**config.mk**
```make
export PLATFORM = sky130hd
export DESIGN_NAME = exec_monitor
export DESIGN_NICKNAME = d
export VERILOG_FILES = /design/src/rtl/exec_monitor_pkg.sv /design/src/rtl/exec_monitor_sat_counter.sv /design/src/rtl/exec_monitor.sv
export SDC_FILE = /design/constraint.sdc
export NUM_CORES = 1
export LEC_CHECK = 0
export CORE_MARGIN = 4
export CORE_UTILIZATION = 50
export DETAILED_ROUTE_END_ITERATION = 10
export GPL_TIMING_DRIVEN = 0
export PLACE_DENSITY = 0.81
export SLEW_MARGIN = 20
export SYNTH_ARGS = -nofsm -noshare
export SYNTH_HDL_FRONTEND = slang
export SYNTH_SLANG_ARGS = --single-unit
```
**constraint.sdc**
```tcl
create_clock -name i_clock -period 2.9 [get_ports i_clock]
set_input_delay 0.435 -clock i_clock [delete_from_list [all_inputs] [get_ports i_clock]]
set_output_delay 0.435 -clock i_clock [all_outputs]
set_load 0.03 [all_outputs]
```
**src/rtl/exec_monitor_pkg.sv**
```systemverilog
// Shared types and constants for the execution monitor.
// Holds the sequencer state encoding, status codes and the default mailbox address.
// No logic lives here.
package exec_monitor_pkg;

   typedef enum logic [2:0] {
      ST_STARTUP = 3'd0,
      ST_HOLD    = 3'd1,
      ST_RUN     = 3'd2,
      ST_PASS    = 3'd3,
      ST_FAIL    = 3'd4,
      ST_TIMEOUT = 3'd5
   } state_t;

   localparam logic [1:0] STATUS_RUN     = 2'd0;
   localparam logic [1:0] STATUS_PASS    = 2'd1;
   localparam logic [1:0] STATUS_FAIL    = 2'd2;
   localparam logic [1:0] STATUS_TIMEOUT = 2'd3;

   localparam logic [31:0] DEFAULT_TOHOST_ADDR = 32'h0000_1000;

endpackage

```
**src/rtl/exec_monitor_sat_counter.sv**
```systemverilog
// Saturating up-counter with synchronous clear and variable increment.
// Latency: new value visible the cycle after the enabling edge.
// No backpressure; sticks at all-ones instead of wrapping.
module sat_counter #(
   parameter int WIDTH = 32
) (
   input  logic             i_clock,
   input  logic             i_reset_n,
   input  logic             i_clear,
   input  logic             i_enable,
   input  logic [WIDTH-1:0] i_inc,
   output logic [WIDTH-1:0] o_count
);

   logic [WIDTH-1:0] r_count;
   logic [WIDTH:0]   w_sum;

   // One extra bit catches the carry that signals saturation.
   assign w_sum = {1'b0, r_count} + {1'b0, i_inc};

   // Counter register: clear has priority, then saturating accumulate.
   always_ff @(posedge i_clock or negedge i_reset_n) begin
      if (!i_reset_n) begin
         r_count <= '0;
      end else if (i_clear) begin
         r_count <= '0;
      end else if (i_enable) begin
         r_count <= w_sum[WIDTH] ? '1 : w_sum[WIDTH-1:0];
      end
   end

   assign o_count = r_count;

endmodule

```
**src/rtl/exec_monitor.sv**
```systemverilog
// Sequences processor reset and watches the tohost mailbox to decide pass/fail/timeout.
// Latency: a mailbox hit or timeout is registered on the sampling edge, visible next cycle.
// No backpressure; monitored ports are observed only, never stalled.
module exec_monitor
   import exec_monitor_pkg::*;
#(
   parameter int                 XLEN           = 32,
   parameter int                 NUM_RETIRE     = 1,
   parameter int unsigned        STARTUP_CYCLES = 10,
   parameter int unsigned        RESET_CYCLES   = 1,
   parameter int unsigned        TIMEOUT_CYCLES = 125000,
   parameter logic [XLEN-1:0]    TOHOST_ADDR    = XLEN'(DEFAULT_TOHOST_ADDR)
) (
   input  logic                  i_clock,
   input  logic                  i_reset_n,
   input  logic [NUM_RETIRE-1:0] i_retire_valid,
   input  logic                  i_store_valid,
   input  logic [XLEN-1:0]       i_store_addr,
   input  logic [XLEN/8-1:0]     i_store_strobe,
   input  logic [XLEN-1:0]       i_store_data,
   output logic                  o_core_reset,
   output logic                  o_done,
   output logic [1:0]            o_status,
   output logic [XLEN-2:0]       o_fail_code,
   output logic [31:0]           o_cycle_count,
   output logic [31:0]           o_instret_count
);

   // Phase-counter terminal values; zero-length phases still take one edge.
   localparam logic [31:0] STARTUP_LAST = (STARTUP_CYCLES > 1) ? 32'(STARTUP_CYCLES - 1) : 32'd0;
   localparam logic [31:0] RESET_LAST   = (RESET_CYCLES > 1)   ? 32'(RESET_CYCLES - 1)   : 32'd0;
   localparam logic [31:0] TIMEOUT_LAST = (TIMEOUT_CYCLES > 0) ? 32'(TIMEOUT_CYCLES - 1) : 32'd0;
   localparam logic [XLEN-1:0] PASS_DATA = {{(XLEN-1){1'b0}}, 1'b1};

   state_t            r_state;
   logic [31:0]       r_phase;
   logic              r_core_reset;
   logic              r_done;
   logic [1:0]        r_status;
   logic [XLEN-2:0]   r_fail_code;

   logic              w_in_run;
   logic              w_hit;
   logic              w_timeout;
   logic [31:0]       w_retire_cnt;
   logic [31:0]       w_cycle_count;
   logic [31:0]       w_instret_count;

   assign w_in_run = (r_state == ST_RUN);

   // Only a full-word write with the LSB set to the mailbox address ends the run.
   assign w_hit = w_in_run && i_store_valid && (i_store_addr == TOHOST_ADDR) &&
                  (&i_store_strobe) && i_store_data[0];

   // The count reaches TIMEOUT_CYCLES on this edge, i.e. the last allowed RUN cycle.
   assign w_timeout = w_in_run && (TIMEOUT_CYCLES != 0) && (w_cycle_count == TIMEOUT_LAST);

   // Number of instructions retired this cycle.
   always_comb begin
      w_retire_cnt = '0;
      for (int i = 0; i < NUM_RETIRE; i++) begin
         w_retire_cnt = w_retire_cnt + 32'(i_retire_valid[i]);
      end
   end

   // Sequencer: startup window, core reset pulse, run, then sticky verdict.
   always_ff @(posedge i_clock or negedge i_reset_n) begin
      if (!i_reset_n) begin
         r_state      <= ST_STARTUP;
         r_phase      <= '0;
         r_core_reset <= 1'b0;
         r_done       <= 1'b0;
         r_status     <= STATUS_RUN;
         r_fail_code  <= '0;
      end else begin
         case (r_state)
            ST_STARTUP: begin
               if (r_phase == STARTUP_LAST) begin
                  r_state      <= ST_HOLD;
                  r_phase      <= '0;
                  r_core_reset <= 1'b1;
               end else begin
                  r_phase <= r_phase + 32'd1;
               end
            end
            ST_HOLD: begin
               if (r_phase == RESET_LAST) begin
                  r_state      <= ST_RUN;
                  r_phase      <= '0;
                  r_core_reset <= 1'b0;
               end else begin
                  r_phase <= r_phase + 32'd1;
               end
            end
            ST_RUN: begin
               if (w_hit) begin
                  r_done       <= 1'b1;
                  r_core_reset <= 1'b1;
                  if (i_store_data == PASS_DATA) begin
                     r_state  <= ST_PASS;
                     r_status <= STATUS_PASS;
                  end else begin
                     r_state     <= ST_FAIL;
                     r_status    <= STATUS_FAIL;
                     r_fail_code <= i_store_data[XLEN-1:1];
                  end
               end else if (w_timeout) begin
                  r_state      <= ST_TIMEOUT;
                  r_status     <= STATUS_TIMEOUT;
                  r_done       <= 1'b1;
                  r_core_reset <= 1'b1;
               end
            end
            default: begin
               r_state <= r_state;
            end
         endcase
      end
   end

   sat_counter #(.WIDTH(32)) u_cycle_cnt (
      .i_clock   (i_clock),
      .i_reset_n (i_reset_n),
      .i_clear   (r_state == ST_STARTUP),
      .i_enable  (w_in_run),
      .i_inc     (32'd1),
      .o_count   (w_cycle_count)
   );

   sat_counter #(.WIDTH(32)) u_instret_cnt (
      .i_clock   (i_clock),
      .i_reset_n (i_reset_n),
      .i_clear   (r_state == ST_STARTUP),
      .i_enable  (w_in_run),
      .i_inc     (w_retire_cnt),
      .o_count   (w_instret_count)
   );

   assign o_core_reset    = r_core_reset;
   assign o_done          = r_done;
   assign o_status        = r_status;
   assign o_fail_code     = r_fail_code;
   assign o_cycle_count   = w_cycle_count;
   assign o_instret_count = w_instret_count;

endmodule

```
==> summary.txt <==
Outcome
  • Outcome: finished, final reports clean

STA
  • Worst-margin pin slew: about 760 ps
  • Final setup violation count: 0
  • RSZ-0062 raised after global routing: no
  • Worst hold slack: 485.3 ps
  • Worst setup margin: 116.5 ps
  • Slew margin rel.: 0.4904
  • Max Clk Rate: 0.3593 GHz
  • Tmin final: 2783 ps
  • Max-slew violations: 0
  • Final hold viol count: 0
  • Ratio of final minimum period to clock period: 0.9598
  • Clk_skew: 6.879 ps
  • Setup TNS: 0 ps

Yosys
  • Yosys top cell area share: 0.4874
  • Fraction of registers with async set or reset after synthesis: 1.000
  • Compound-Gate Fraction of Synth Area: 0.1386
  • Post-Synthesis Cells: 706
  • Mux contribution to synthesized area: 0.05238
  • Number of flops mapped to enable cells by yosys: 0
  • Top post-synthesis cells by area: dfrtp_1 (49%), mux2_2 (5.2%), o21ai_0 (3.1%)
  • Area share of fa/ha/maj cells after synthesis: 0.01091
  • Avg Inst Size Synth: 9.744 sq um
  • Syn_nets: 784
  • Largest family of logic cells by synthesized area: simple AND/OR/NAND/NOR gates
  • Synth cell types: 58
  • Largest area contributor in the netlist: dfrtp_1
  • Synth Register Bits: 134
  • Main flop type after synthesis: dfrtp_1
  • Simple-gate share of the synthesized area: 0.2470
  • Sequential share of the synthesized area: 0.4874
  • XOR/XNOR Fraction of Synth Area: 0.03692
  • Post-Synthesis Cell Area: a little under 7000 sq um
  • Synthesis Warnings: 0

Worst setup path
  • CP Launch Point: r_state[2]$_DFFE_PN0P_
  • WP data required: 3170 ps
  • R2r startpoint: r_state[2]$_DFFE_PN0P_
  • CP Capture Point: u_cycle_cnt.o_count[25]$_DFFE_PN0P_
  • Worst reg2reg setup slack: 120 ps
  • Max Fanout on Critical Path: 10
  • WP data arrival: 3060 ps
  • Reg2reg path depth: 7
  • Worst setup SP type: flop
  • WS Path Type: flop to flop
  • Crit end category: flop
  • Worst r2r dst: u_cycle_cnt.o_count[25]$_DFFE_PN0P_

Pwr
  • Int Power: 3682 uW
  • Switching Share: 0.2463
  • Comb power frac: 0.116
  • Clk pwr share: 0.467
  • Static Leak: 0.003932 uW
  • IR drop worst, VDD: 0.5898 mV
  • Sequential cell fraction of total power: 0.418
  • Power per cell area: just over 500 nW/um^2
  • Sw Pwr: 1203 uW

Routing
  • Routed length per instance: 19.35 microns
  • DR vias/cell: 6.246
  • First-pass DRT Iterations: 6
  • Post-route ant nets: 0
  • Post-route DRC: 0
  • Initial DRC count: just under 700
  • Via total after detailed routing: 6783
  • WL final: between 20 and 25 mm

Floorplanning
  • Core area: around 13000 sq um
  • Die width: 125.3 microns
  • Die ar.: 15700 sq um
  • FP Rows: 42
  • Die H: between 100 and 150 microns
  • Initial core utilization: 0.5154
  • # IOs: around 170

Placed design
  • GPL Wtd Cong: 0.9061
  • DP HPWL: ~15 mm
  • Dpl cells: 1053
  • Port buffer count: 170
  • Setup WS pre-CTS: -359.1 ps
  • Cell Area, Placed: 8833 sq um

Clock network
  • Root Driver: clkbuf_16
  • Reg clk slew, reported paths: about 60 ps
  • H-tree Lvls: 4
  • Clock buffer depth: 2
  • Clk sinks: 134
  • Later-pin clock latency in the skew report: about 430 ps
  • CTS Buf Count: 17
  • CTS tree: yes

Final layout
  • Final Cell Area: 9495 sq um
  • Ratio of cells with drive above 1 in the final layout: 0.09451
  • N_diodes: 0
  • Post-Layout Cell Count: 1086
  • Area grow syn2layout: 38.03%
  • Filler instances: approximately 960
  • NumNets Final: 975

Min path
  • Hold WC Path Type: flop to flop

GRT
  • Vias in the first global route: 6564
  • GRT overflow: 0
  • Initial antenna violation count: 0
  • First-pass GRT wire length: 33.97 mm
  • Total track usage: 0.2653
  • Largest net degree at the start of global routing: 70

Run
  • Max-cap violations: 0
synth_stat cells (all sizes together), types with 2 or more instances:
cell type / instances
ha: 6
inv: 14
a21oi: 35
a41oi: 2
nand2: 49
dfrtp: 134
nor2b: 2
a211oi: 10
a311oi: 5
nor4b: 6
nor3: 33
a2bb2oi: 4
nand4: 28
nor4: 32
o221a: 2
a21o: 4
o21ai: 43
or2: 2
a31oi: 29
and4: 18
o21bai: 2
or3: 6
mux2: 32
o31ai: 3
clkbuf: 27
or4: 9
o41ai: 2
nand2b: 4
nand3: 36
nor2: 45
xor2: 13
and3: 24
xnor2: 16
and2: 9
nor3b: 2
buf: 5
cells in the final DEF, fill, tap and decap left out, types with 28 or more instances in the layout:
master and n:
clkdlybuf4s50_1 169, dfrtp_1 134, nand2_1 49, nor2_1 45, o21ai_0 42, nand3_1 35, mux2_2 32, nor3_1 31
nor4_1 30, a21oi_1 30, a31oi_1 29, nand4_1 28, clkbuf_1 28
final cells by class:
type	count	area, sq um	area share
repair buffers	172	1744	0.1837
inverters	14	52.55	0.005534
well taps	176	220.2	0.02319
flip-flops and latches	134	3353	0.3531
multi-input cells	526	3364	0.3543
clock buffers	24	511.7	0.05389
clock inverters	8	117.6	0.01239
plain buffers	32	131.4	0.01384
power groups by stage:
| stage | sequential (uW) | clock, uW | combinational (uW) |
|---|---|---|---|
| after floorplan | 2180 | 0 | 122 |
| after global placement | 2060 | 0 | 547 |
| after detailed placement | 2070 | 0 | 563 |
| after CTS | 2040 | 2290 | 572 |
| after global routing | 2060 | 2400 | 611 |
| final | 2040 | 2280 | 567 |
worst max-delay path, stage by stage (launching register included):
cell	delay, ps
dfrtp_1	350
clkbuf_1	210
nor2_1	260
clkbuf_1	500
nand2_1	330
or3_1	390
nor4_2	410
a311oi_1	170
metrics by stage:
stage,utilization,power [uW]
final,0.7114,4886
after global routing,0.7114,5063
after CTS,0.7097,4895
after detailed placement,0.6618,2632
after global placement,0.6594,2607
after floorplan,-,2300
registers in the layout, summed over array words and instances (netlist names):
register               flops
o_fail_code               31
o_core_reset               1
r_phase                   32
u_instret_cnt.o_count     32
o_status                   2
u_cycle_cnt.o_count       32
o_done                     1
r_state                    3
layer usage:
layer,wire [microns],GRT usage
met1,8715,0.3512
met2,10060,0.4287
met3,1555,0.05416
met4,690,0.1097
met5,0,0
repair_timing:
| action | CTS | global route |
|---|---|---|
| hold endpoints to repair | 65 | 0 |
| hold buffers | 1 | 0 |
| endpoints found under the setup margin | 0 | 36 |
| resized for setup | 0 | 4 |
| buffers inserted | 0 | 0 |
worst min-delay path by stage:
stage,slack (ps),start,end,cells past startpoint
2_1_floorplan,140,i_reset_n,o_core_reset$_DFFE_PN0P_,0
3_5_place_dp,420,i_reset_n,r_phase[21]$_DFFE_PN0P_,1
5_1_grt,500,o_done$_DFFE_PN0P_,o_done$_DFFE_PN0P_,1
4_1_cts,490,o_done$_DFFE_PN0P_,o_done$_DFFE_PN0P_,1
3_3_place_gp,450,o_done$_DFFE_PN0P_,o_done$_DFFE_PN0P_,1
6_report,490,o_done$_DFFE_PN0P_,o_done$_DFFE_PN0P_,1
kinds of logic after synthesis:
| kind of cell | after synthesis |
|---|---|
| and+or+nand+nor | 308 |
| adders and majority gates | 6 |
| buffers and inverters | 46 |
| muxes | 32 |
| xor gates and xnor gates | 29 |
| DFF | 134 |
| AOI/OAI and AO/OA | 151 |
No activity file was read; power rests on OpenSTA's default activity.
